`src/rtl/mult2x3_accumulator_pkg.sv`:
```
// mult2x3_accumulator_pkg
// Shared definitions for the multiply-accumulate consumer block:
//   - PRODUCT_WIDTH : width of the product from the 2x3 array multiplier
//   - state_t       : controller states (ACCUM collects products, DONE presents the sum)
//   - cntWidth()    : width of the product counter for a given COUNT (never below 1 bit)
package mult2x3_accumulator_pkg;

    localparam int PRODUCT_WIDTH = 5;

    typedef enum logic [0:0] {
        ACCUM = 1'b0,
        DONE  = 1'b1
    } state_t;

    // $clog2(1) is 0, which would give a zero-width counter, so clamp to 1 bit.
    function automatic int cntWidth(input int count);
        return (count > 1) ? $clog2(count) : 1;
    endfunction

endpackage

```
`src/rtl/mult2x3_accumulator_if.sv`:
```
// mult2x3_accumulator_if
// Bundles the product input handshake, the synchronous clear, and the result
// output handshake of the accumulator.
//   product/pValid/pReady : product stream from the array multiplier
//   clear                 : abort the accumulation in progress
//   accSum/accValid/accReady/overflow : finished result stream
// Modports: master = environment driving products and consuming results,
//           slave  = the accumulator itself.
interface mult2x3_accumulator_if #(
    parameter int ACC_WIDTH = 12
);
    import mult2x3_accumulator_pkg::*;

    logic [PRODUCT_WIDTH-1:0] product;
    logic                     pValid;
    logic                     pReady;
    logic                     clear;
    logic [ACC_WIDTH-1:0]     accSum;
    logic                     accValid;
    logic                     accReady;
    logic                     overflow;

    modport master (
        output product, pValid, clear, accReady,
        input  pReady, accSum, accValid, overflow
    );

    modport slave (
        input  product, pValid, clear, accReady,
        output pReady, accSum, accValid, overflow
    );

endinterface

```
`src/rtl/Adder1Bit.sv`:
```
// Adder1Bit
// Single-bit full adder, the building block of the accumulator's ripple adder.
//   a, b, cin : addend bits and carry in
//   sum, cout : sum bit and carry out
module Adder1Bit (
    input  logic a,
    input  logic b,
    input  logic cin,
    output logic sum,
    output logic cout
);

    assign sum  = a ^ b ^ cin;
    assign cout = (a & b) | (cin & (a ^ b));

endmodule

```
`src/rtl/acc_adder.sv`:
```
// acc_adder
// WIDTH-bit ripple-carry adder made of a chain of Adder1Bit cells.
//   a, b : operands
//   sum  : a + b modulo 2^WIDTH
//   cout : carry out of the top bit (the accumulator uses it as its overflow source)
module acc_adder #(
    parameter int WIDTH = 12
) (
    input  logic [WIDTH-1:0] a,
    input  logic [WIDTH-1:0] b,
    output logic [WIDTH-1:0] sum,
    output logic             cout
);

    // Each stage owns its carry signals so the chain is a set of distinct nets
    // rather than one vector feeding back into itself.
    for (genvar i = 0; i < WIDTH; i++) begin : stage
        logic carry_in;
        logic carry_out;

        if (i == 0) begin : g_first
            assign carry_in = 1'b0;
        end else begin : g_rest
            assign carry_in = stage[i-1].carry_out;
        end

        Adder1Bit u_fa (
            .a    (a[i]),
            .b    (b[i]),
            .cin  (carry_in),
            .sum  (sum[i]),
            .cout (carry_out)
        );
    end

    assign cout = stage[WIDTH-1].carry_out;

endmodule

```
`src/rtl/mult2x3_accumulator.sv`:
```
// mult2x3_accumulator
// Sums COUNT unsigned 5-bit products into an ACC_WIDTH-bit accumulator and
// presents the result with a sticky overflow flag.
//   clock : system clock, rising edge
//   reset : asynchronous active-high reset
//   bus   : slave side of mult2x3_accumulator_if (product in, result out)
module mult2x3_accumulator
    import mult2x3_accumulator_pkg::*;
#(
    parameter int ACC_WIDTH = 12,
    parameter int COUNT     = 8
) (
    input  logic                   clock,
    input  logic                   reset,
    mult2x3_accumulator_if.slave   bus
);

    localparam int                  CNT_WIDTH = cntWidth(COUNT);
    localparam logic [CNT_WIDTH-1:0] LAST     = CNT_WIDTH'(COUNT - 1);

    state_t                state;
    state_t                next_state;
    logic [ACC_WIDTH-1:0]  acc;
    logic [ACC_WIDTH-1:0]  add_sum;
    logic [ACC_WIDTH-1:0]  product_ext;
    logic                  add_carry;
    logic [CNT_WIDTH-1:0]  cnt;
    logic                  ovf;
    logic                  accept;
    logic                  handshake;

    assign product_ext = ACC_WIDTH'(bus.product);
    assign accept      = bus.pValid && bus.pReady;
    assign handshake   = bus.accValid && bus.accReady;

    acc_adder #(
        .WIDTH (ACC_WIDTH)
    ) u_adder (
        .a    (acc),
        .b    (product_ext),
        .sum  (add_sum),
        .cout (add_carry)
    );

    // State register.
    always_ff @(posedge clock or posedge reset) begin
        if (reset) begin
            state <= ACCUM;
        end else begin
            state <= next_state;
        end
    end

    // The last accept of a batch ends collection; only the output handshake
    // leaves DONE, so clear can never throw away a finished result.
    always_comb begin
        next_state = state;
        case (state)
            ACCUM:   if (accept && (cnt == LAST)) next_state = DONE;
            DONE:    if (handshake) next_state = ACCUM;
            default: next_state = ACCUM;
        endcase
    end

    // pReady depends only on state and clear, never on pValid, so clear
    // beats a simultaneous product.
    always_comb begin
        bus.pReady   = (state == ACCUM) && !bus.clear;
        bus.accValid = (state == DONE);
        bus.accSum   = acc;
        bus.overflow = ovf;
    end

    // Datapath: accumulator, sticky carry flag and product counter.
    // The counter wraps to 0 on the last accept so it is ready for the next batch.
    always_ff @(posedge clock or posedge reset) begin
        if (reset) begin
            acc <= '0;
            cnt <= '0;
            ovf <= 1'b0;
        end else if (state == ACCUM) begin
            if (bus.clear) begin
                acc <= '0;
                cnt <= '0;
                ovf <= 1'b0;
            end else if (accept) begin
                acc <= add_sum;
                if (add_carry) ovf <= 1'b1;
                cnt <= (cnt == LAST) ? '0 : cnt + CNT_WIDTH'(1);
            end
        end else if (handshake) begin
            acc <= '0;
            ovf <= 1'b0;
        end
    end

endmodule

```
`src/flat_wrapper.sv`:
```
// flat-port wrapper written by rule: the top's interface ports become plain ports
module mult2x3_accumulator_flat import mult2x3_accumulator_pkg::*;
#(
    parameter int ACC_WIDTH = 12,
    parameter int COUNT     = 8
)
  (clock, reset, bus_product, bus_pValid, bus_clear, bus_accReady, bus_pReady, bus_accSum, bus_accValid, bus_overflow);
  mult2x3_accumulator_if #(.ACC_WIDTH(ACC_WIDTH)) bus_i ();
  input  logic clock;
  input  logic reset;
  input wire logic [$bits(bus_i.product)-1:0] bus_product;
  input wire logic [$bits(bus_i.pValid)-1:0] bus_pValid;
  input wire logic [$bits(bus_i.clear)-1:0] bus_clear;
  input wire logic [$bits(bus_i.accReady)-1:0] bus_accReady;
  output wire logic [$bits(bus_i.pReady)-1:0] bus_pReady;
  output wire logic [$bits(bus_i.accSum)-1:0] bus_accSum;
  output wire logic [$bits(bus_i.accValid)-1:0] bus_accValid;
  output wire logic [$bits(bus_i.overflow)-1:0] bus_overflow;
  assign bus_i.product = bus_product;
  assign bus_i.pValid = bus_pValid;
  assign bus_i.clear = bus_clear;
  assign bus_i.accReady = bus_accReady;
  assign bus_pReady = bus_i.pReady;
  assign bus_accSum = bus_i.accSum;
  assign bus_accValid = bus_i.accValid;
  assign bus_overflow = bus_i.overflow;
  mult2x3_accumulator #(.ACC_WIDTH(ACC_WIDTH), .COUNT(COUNT)) u_core (.clock(clock), .reset(reset), .bus(bus_i));
endmodule
```
`config.mk`:
```
export PLATFORM = sky130hd
export DESIGN_NAME = mult2x3_accumulator_flat
export DESIGN_NICKNAME = d
export VERILOG_FILES = /design/src/rtl/mult2x3_accumulator_pkg.sv /design/src/rtl/mult2x3_accumulator_if.sv /design/src/rtl/Adder1Bit.sv /design/src/rtl/acc_adder.sv /design/src/rtl/mult2x3_accumulator.sv /design/src/flat_wrapper.sv
export SDC_FILE = /design/constraint.sdc
export NUM_CORES = 1
export LEC_CHECK = 0
export ABC_AREA = 0
export CAP_MARGIN = 5
export CORE_AREA = 2 2 49 51
export DETAILED_ROUTE_END_ITERATION = 16
export DIE_AREA = 0 0 51 53
export HOLD_SLACK_MARGIN = 0.08
export MAX_ROUTING_LAYER = met4
export PLACE_DENSITY_LB_ADDON = 0.15
export SYNTH_ARGS = -nofsm -noshare
export SYNTH_HDL_FRONTEND = slang
export SYNTH_SLANG_ARGS = --single-unit
```
`constraint.sdc`:
```
create_clock -name clock -period 7.8 [get_ports clock]
set_clock_uncertainty 0.2 [all_clocks]
set_input_delay 1.56 -clock clock [delete_from_list [all_inputs] [get_ports clock]]
set_output_delay 1.56 -clock clock [all_outputs]
set_load 0.005 [all_outputs]
```
==> results.sh <==
export IMPL_status="finished, final reports clean"
export IMPL_crit_fanout=1
export IMPL_ys_seq_area_share_pct=39.9
export IMPL_hp_class="flop to flop"
export IMPL_pre_cts_ws_ps=2520
export IMPL_rows=17
export IMPL_synth_seq_cells=17
export IMPL_hold_violations=0
export IMPL_path_clk_slew_ps=100
export IMPL_rsz0062_at_grt="no"
export IMPL_layout_setup_ws_ps=2870
export IMPL_synth_top_area_share_pct=39.9
export IMPL_cts_resized_gates=0
export IMPL_drcViolationCount=0
export IMPL_wl_mm=1.74
export IMPL_drive_gt1_share_pct=9.09
export IMPL_min_delay_start="u_core.cnt[0]"
export IMPL_grt_overflow=0
export IMPL_antennaDiodeCount=0
export IMPL_hold_slack_ps=297
export IMPL_clockRootBuffer="clkbuf_4"
export IMPL_clk_path_buf_depth=2
export IMPL_setup_viol=0
export IMPL_clock_sinks=17
export IMPL_min_to="u_core.cnt[0]"
export IMPL_cts_setup_buffers=0
export IMPL_cts_buffers=3
export IMPL_routed_via_density=4.84
export IMPL_portBuffers=24
export IMPL_end_kind="flop"
export IMPL_syn_area_per_cell_um2=11.0
export IMPL_dpl_cell_count=134
export IMPL_crit_type="input port to flop"
export IMPL_drt_pass1_iterations=3
export IMPL_dp_hpwl_mm=1.36
export IMPL_clock_latency_ps=280
export IMPL_r2r_end="u_core.bus.accSum[11]"
export IMPL_async_reset_ff_share_pct=100
export IMPL_drtAntennaViolNets=0
export IMPL_tritoncts="built"
export IMPL_fin_area_mm2=0.00125
export IMPL_required_ps=7760
export IMPL_ys_flop_type="dfrtp_1"
export IMPL_max_freq_mhz=203
export IMPL_die_area_mm2=0.00270
export IMPL_drv_slew=0
export IMPL_r2r_start="u_core.bus.accSum[0]"
export IMPL_cts_hold_buf=0
export IMPL_syn_area_mm2=0.00107
export IMPL_fin_crit_sh_pct=63.2
export IMPL_area_growth_syn_to_layout_pct=17.7
export IMPL_drtIter0Drc=9
export IMPL_final_core_util_pct=58.4
export IMPL_setup_tns_ps=0
export IMPL_yosysMostFrequentCell="dfrtp_1"
export IMPL_min_period_ps=4930
export IMPL_ys_types=24
export IMPL_r2r_cells=16
export IMPL_synth_area_leaders="dfrtp_1, ha_1, buf_4, fa_1, mux2i_1"
export IMPL_layout_cells_non_filler=138
export IMPL_cts_htree_levels=1
export IMPL_powerDensity_mw_per_mm2=143
export IMPL_ios=25
export IMPL_worst_pin_slew_ps=654
export IMPL_gp_congestion=0.731
export IMPL_grt_pass1_vias=639
export IMPL_grt_max_degree=18
export IMPL_synthTopCellsByCount="dfrtp_1, buf_4, ha_1, inv_1, o21ai_0"
export IMPL_dpl_cell_area_mm2=0.00123
export IMPL_die_y_um=53
export IMPL_antenna_found_initial=0
export IMPL_globalRouteTotalUtil_pct=15.4
export IMPL_timing_critical_path_from="bus_product[0]"
export IMPL_yosysTopAreaCell="dfrtp_1"
export IMPL_core_mm2=0.00215
export IMPL_fin_total_pwr_uw=180
export IMPL_slew_headroom_pct=56.3
export IMPL_syn_inst=97
export IMPL_wl_per_cell_um=12.6
export IMPL_crit_arrival_ps=4890
export IMPL_r2r_slack_ps=4200
export IMPL_initial_core_util_pct=49.6
export IMPL_min_path_cells=1
export IMPL_vdd_drop_max_v=0.0000786
export IMPL_die_width_um=51
export IMPL_synth_edf_count=0
export IMPL_num_vias=668
export IMPL_grt_pass1_wl_mm=2.99
export IMPL_yosysWarnings=0
export IMPL_drv_cap=0
export IMPL_p_leak_nw=0.623
export IMPL_start_kind="input port"
export IMPL_synth_nets=121
export IMPL_final_net_count=135
critical path, stage by stage:
cell and delay (ps):
clkdlybuf4s50_1 460, ha_1 140, inv_1 50, fa_1 370, fa_1 400, fa_1 370, inv_1 80, fa_1 190
ha_1 150, ha_1 140, ha_1 140, ha_1 140, ha_1 140, ha_1 140, ha_1 220, mux2i_1 120
o21ai_0 90
final cells by class:
type,count,area (um^2)
fill,204,893
tap,28,35.0
inverter,11,46.3
clock buffer,3,22.5
sequential,17,425
timing repair buffer,24,240
multi-input combinational,54,480
clock inverter,1,5.00
power breakdown:
group | switching [mW] | leakage, nW | internal (mW)
clock network | 0.0279 | 0.0177 | 0.0190
registers | 0.00399 | 0.232 | 0.0926
logic | 0.0160 | 0.373 | 0.0201
state kept, by name, summed over array words and instances (netlist names):
signal and flops:
u_core.bus.accSum 12, u_core.bus.accValid 1, u_core.bus.overflow 1, u_core.cnt 3
metal layers:
layer	part of all wire (%)	track usage, %	vias up
met4	0.81	5.41	0
li1	-	-	339
met2	45	22.9	15
met5	0	-	-
met3	4.0	2.54	2
met1	50	21.3	312
cells in the final DEF, fill, tap and decap left out:
cell type / synthesis / final
o21bai_4: 1 / 1
nand2_1: 7 / 7
clkdlybuf4s50_1: 0 / 24
inv_1: 10 / 10
nor2_1: 1 / 1
nor2b_1: 1 / 1
a21oi_1: 1 / 1
fa_1: 4 / 4
and2_4: 1 / 1
a22o_1: 4 / 4
or2_1: 1 / 1
clkbuf_4: 0 / 3
nand2_2: 1 / 1
clkinv_2: 0 / 1
o2bb2ai_1: 2 / 2
a21o_2: 1 / 1
o21ai_0: 10 / 10
ha_1: 10 / 10
a22o_2: 1 / 1
inv_6: 1 / 1
nand3_1: 1 / 1
dfrtp_1: 17 / 17
o31ai_1: 1 / 1
mux2i_1: 6 / 6
cell families after synthesis:
family | count (synthesis) | share of synthesized area, %
buffers and inverters | 26 | 15.0
AOI/OAI and AO/OA | 21 | 14.3
DFF | 17 | 39.9
and+or+nand+nor | 13 | 5.87
adders and majority gates | 14 | 19.2
muxes | 6 | 5.63
how the worst max path moves through the flow:
stage / endpoint / slack (ps) / depth (start not counted)
after floorplan: u_core.bus.accSum[11] / 3260 / 16
after global placement: u_core.bus.accSum[11] / 2610 / 17
after detailed placement: u_core.bus.accSum[11] / 2520 / 17
after CTS: u_core.bus.accSum[11] / 2840 / 17
after global routing: u_core.bus.accSum[11] / 2680 / 17
final: u_core.bus.accSum[11] / 2870 / 17
(Power assumes the default switching activity.)
